$ cat config.mk
export PLATFORM = sky130hd
export DESIGN_NAME = gates_rr_arbiter
export DESIGN_NICKNAME = d
export VERILOG_FILES = /design/src/rtl/gates_arb_pkg.sv /design/src/rtl/gates.sv /design/src/rtl/gates_rr_arbiter.sv
export SDC_FILE = /design/constraint.sdc
export NUM_CORES = 1
export LEC_CHECK = 0
export ABC_AREA = 1
export ABC_CLOCK_PERIOD_IN_PS = 1700
export CORE_ASPECT_RATIO = 0.6
export CORE_UTILIZATION = 34
export DETAILED_ROUTE_END_ITERATION = 6
export PLACE_DENSITY = 0.64
export SYNTH_ARGS = -nofsm -noshare
export SYNTH_HDL_FRONTEND = slang
export SYNTH_HIERARCHICAL = 1
export SYNTH_SLANG_ARGS = --single-unit
$ cat constraint.sdc
create_clock -name clk -period 1.7 [get_ports clk]
set_input_delay 0.255 -clock clk [delete_from_list [all_inputs] [get_ports clk]]
set_output_delay 0.255 -clock clk [all_outputs]
set_load 0.03 [all_outputs]
$ cat src/rtl/gates_arb_pkg.sv
// Shared types and constants for the round-robin gate-unit arbiter.
// Result bit positions of the gate unit and the arbiter FSM state encoding.
package gates_arb_pkg;

    typedef enum logic [1:0] {
        IDLE  = 2'd0,
        ISSUE = 2'd1,
        RESP  = 2'd2
    } arb_state_e;

    localparam int Y_W   = 3;
    localparam int Y_AND = 2;
    localparam int Y_OR  = 1;
    localparam int Y_NOT = 0;

endpackage

$ cat src/rtl/gates.sv
// Combinational logic-gate unit: y = {a&b, a|b, ~a}.
// Zero latency, no flow control.
module gates
    import gates_arb_pkg::*;
(
    input  logic           a_i,
    input  logic           b_i,
    output logic [Y_W-1:0] y_o
);

    always_comb begin
        y_o        = '0;
        y_o[Y_AND] = a_i & b_i;
        y_o[Y_OR]  = a_i | b_i;
        y_o[Y_NOT] = ~a_i;
    end

endmodule

$ cat src/rtl/gates_rr_arbiter.sv
// Round-robin sharing of one gate unit among NREQ requesters; req->gnt 1 cycle, req->resp 2 cycles.
// One operation in flight; a stalled response holds the unit and blocks further grants.
module gates_rr_arbiter
    import gates_arb_pkg::*;
#(
    parameter int NREQ = 4,
    parameter int IDW  = $clog2(NREQ),
    parameter int CNTW = 16
) (
    input  logic            clk,
    input  logic            rst,
    input  logic [NREQ-1:0] req,
    input  logic [NREQ-1:0] req_a,
    input  logic [NREQ-1:0] req_b,
    output logic [NREQ-1:0] gnt,
    output logic            resp_valid,
    input  logic            resp_ready,
    output logic [IDW-1:0]  resp_id,
    output logic [Y_W-1:0]  resp_y,
    output logic            busy,
    output logic [CNTW-1:0] op_count
);

    arb_state_e      state_q, state_d;
    logic [IDW-1:0]  ptr_q, ptr_d;
    logic [IDW-1:0]  id_q, id_d;
    logic            a_q, a_d;
    logic            b_q, b_d;
    logic [NREQ-1:0] gnt_q, gnt_d;
    logic            vld_q, vld_d;
    logic [Y_W-1:0]  y_q, y_d;
    logic [CNTW-1:0] cnt_q, cnt_d;
    logic [Y_W-1:0]  gates_y;
    logic [IDW-1:0]  winner;

    // Search ptr+1, ptr+2, ... wrapping; later loop iterations are nearer to ptr+1 and win.
    function automatic logic [IDW-1:0] rr_pick(input logic [NREQ-1:0] r,
                                               input logic [IDW-1:0]  p);
        logic [IDW-1:0] win;
        int             idx;
        win = '0;
        for (int k = NREQ; k >= 1; k--) begin
            idx = (int'(p) + k) % NREQ;
            if (r[IDW'(idx)]) win = IDW'(idx);
        end
        return win;
    endfunction

    gates u_gates (
        .a_i (a_q),
        .b_i (b_q),
        .y_o (gates_y)
    );

    always_comb begin
        state_d = state_q;
        ptr_d   = ptr_q;
        id_d    = id_q;
        a_d     = a_q;
        b_d     = b_q;
        gnt_d   = '0;
        vld_d   = vld_q;
        y_d     = y_q;
        cnt_d   = cnt_q;
        winner  = rr_pick(req, ptr_q);

        unique case (state_q)
            IDLE: begin
                if (|req) begin
                    id_d    = winner;
                    a_d     = req_a[winner];
                    b_d     = req_b[winner];
                    gnt_d   = NREQ'(1) << winner;
                    state_d = ISSUE;
                end
            end
            ISSUE: begin
                y_d     = gates_y;
                vld_d   = 1'b1;
                state_d = RESP;
            end
            RESP: begin
                if (vld_q && resp_ready) begin
                    vld_d   = 1'b0;
                    ptr_d   = id_q;
                    if (cnt_q != '1) cnt_d = cnt_q + 1'b1;
                    state_d = IDLE;
                end
            end
            default: state_d = IDLE;
        endcase
    end

    always_ff @(posedge clk) begin
        if (rst) begin
            state_q <= IDLE;
            ptr_q   <= IDW'(NREQ - 1);
            id_q    <= '0;
            a_q     <= 1'b0;
            b_q     <= 1'b0;
            gnt_q   <= '0;
            vld_q   <= 1'b0;
            y_q     <= '0;
            cnt_q   <= '0;
        end else begin
            state_q <= state_d;
            ptr_q   <= ptr_d;
            id_q    <= id_d;
            a_q     <= a_d;
            b_q     <= b_d;
            gnt_q   <= gnt_d;
            vld_q   <= vld_d;
            y_q     <= y_d;
            cnt_q   <= cnt_d;
        end
    end

    assign gnt        = gnt_q;
    assign resp_valid = vld_q;
    assign resp_id    = id_q;
    assign resp_y     = y_q;
    assign busy       = (state_q != IDLE);
    assign op_count   = cnt_q;

endmodule

==> flow_summary.yaml <==
global_route:
  grt_pass1_vias: 1691
  grt_pass1_wl_um: 7980
  grt_max_degree: 17
  grt_overflow: 0
  grt_use_total: 0.187
  antenna_found_initial: 0
clock_network:
  cts_inserted_buffers: 5
  max-clock-path-buffers: 2
  path_clk_slew_ns: 0.07
  clock_latency_ns: 0.28
  cts_tree: "built"
  clock-sinks: 32
  h-tree-depth: 2
  cts-root-buf: "clkbuf_8"
floorplanning:
  die_area_um2: 5590
  rows: 20
  start_util: 0.354
  ios: 42
  fp.coreArea_um2: 5080
  die_x_um: 95.9
  die_h_um: 58.3
run:
  max_cap_viol_count: 0
setup_path:
  path_max_fanout: 3
  start_kind: "flop"
  cp.arrival_ns: 1.39
  cp_data_required_time_ns: 1.44
  critical_path_class: "flop to primary output"
  worst_setup_path_end_kind: "primary output"
sta:
  worst_slew_margin_rel: 0.676
  rsz0062_at_grt: "no"
  slew_violations: 0
  tns_ns: 0
  hold_viol: 0
  max_freq_mhz: 608
  worst_pin_slew_ns: 0.486
  post-route-period-util: 0.968
  skew_ns: 0.00718
  setup_viol: 0
  fin_crit_ns: 1.64
  finalWorstSetupSlack_ns: 0.0550
synthesis:
  ys_seq_area_frac: 0.357
  synth-main-ff-cell: "dfxtp_1"
  ys_ff_latch: 32
  yosysWarnings: 6
  synthCells: 269
  ys_types: 30
  synth_edf_count: 0
  syn_area_um2: 1800
  syn_nets: 285
  synth.avg_cell_area_um2: 6.68
  synth_async_sr_flop_share: 0
layout:
  nNetsFinal: 355
  drive_gt1_frac: 0.206
  fill_cells: 498
  fin_cells: 406
  diodes: 0
  final_cell_mix: "nand2_1 (61), inv_1 (36), dfxtp_1 (31)"
  mostFrequentLayoutCell: "nand2_1"
  area_growth_pct: 46.2
place:
  place_inst: 396
  gp_congestion: 0.899
  portBuffers: 41
  place_hpwl_um: 3650
  pre_cts_ws_ns: -0.129
power_and_ir_drop:
  powerDensity_nw_per_um2: 768
  vdd_drop_max_uv: 434
  cellLeakagePower_nw: 1.33
routing:
  ant_nets: 0
  vias: 1893
  drt_pass1_iterations: 4
  wl_um: 4760
  wire_per_inst_um: 11.7
  drc: 0
  drt_iter0_markers: 117
  viasPerCell: 4.66
status:
  status: "finished, final reports clean"
worst_hold_path:
  hold_class: "flop to flop"
[cell usage after synthesis (3+ instances only)]
cell type | instances | area share
inv_2 | 6 | 0.013
nand2_2 | 12 | 0.042
xor2_1 | 3 | 0.015
dfxtp_1 | 32 | 0.36
nor3_1 | 5 | 0.014
xnor2_1 | 4 | 0.019
nand3_1 | 26 | 0.072
o21ai_0 | 9 | 0.025
inv_1 | 37 | 0.077
nand2_4 | 4 | 0.025
nand2_1 | 62 | 0.13
nor2_1 | 31 | 0.065
a21oi_1 | 15 | 0.042
o211ai_1 | 3 | 0.013
[through the flow]
step / hold WS, ns / total power [mW] / area (µm²) / util
2_1_floorplan: 0.350 / 1.07 / 1800 / -
5_1_grt: 0.527 / 2.10 / 2630 / 0.517
4_1_cts: 0.491 / 2.03 / 2560 / 0.504
3_3_place_gp: 0.481 / 1.22 / 2440 / 0.480
6_report: 0.489 / 2.02 / 2630 / 0.517
3_5_place_dp: 0.482 / 1.23 / 2440 / 0.480
[final timing paths]
kind | startpoint | to | slack, ns | cells after the start
worst max-delay path | op_count[11] | op_count[11] | 0.06 | 2
worst min-delay path | resp_valid | resp_valid | 0.49 | 2
worst max register to register | op_count[0] | op_count[7] | 0.14 | 10
worst min register to register | resp_valid | resp_valid | 0.49 | 2
[cell type report]
cell class / count / area (µm²) / area share
timing repair buffer: 68 / 634 / 0.242
clock buffer: 7 / 96.3 / 0.0367
tap: 66 / 82.6 / 0.0314
inverter: 46 / 183 / 0.0696
clock inverter: 1 / 30.0 / 0.0114
sequential: 32 / 644 / 0.245
multi-input combinational: 186 / 956 / 0.364
[report_power, final]
group | switching, mW | internal [mW]
registers | 0.0289 | 0.789
logic | 0.226 | 0.163
clock network | 0.293 | 0.517
total | 0.547 | 1.47
[repair_timing]
item                                    in CTS  in global routing
hold buffers                                 0                  0
setup buffers                                0                  2
pin swaps                                    0                  3
resized for setup                            3                 18
endpoints found under the setup margin       3                 27
[kinds of logic (layout without fill, tap and decap cells)]
kind of cell	after synthesis	after routing	share of synthesized area
adders and majority gates	1	1	0.00696
DFF	32	32	0.357
xor gates and xnor gates	7	7	0.0341
and+or+nand+nor	149	149	0.393
buffers and inverters	51	122	0.123
AOI/OAI and AO/OA	29	29	0.0870
[registers in the layout, summed over array words and instances (netlist names)]
signal      count
ptr_q           2
resp_y          3
op_count       16
a_q             1
gnt             4
resp_valid      1
b_q             1
resp_id         2
state_q         2
[layer usage]
metal  track usage  routed length, µm
met1         0.290               2520
met2         0.255               1860
met3        0.0401                345
met4        0.0576                 36
met5             0                  0
[critical path, stage by stage, from the launching register on]
cell and delay, ns:
dfxtp_1 0.33, buf_4 0.12, clkdlybuf4s50_1 0.66
Note: power is estimated with default switching activity, not from simulation.
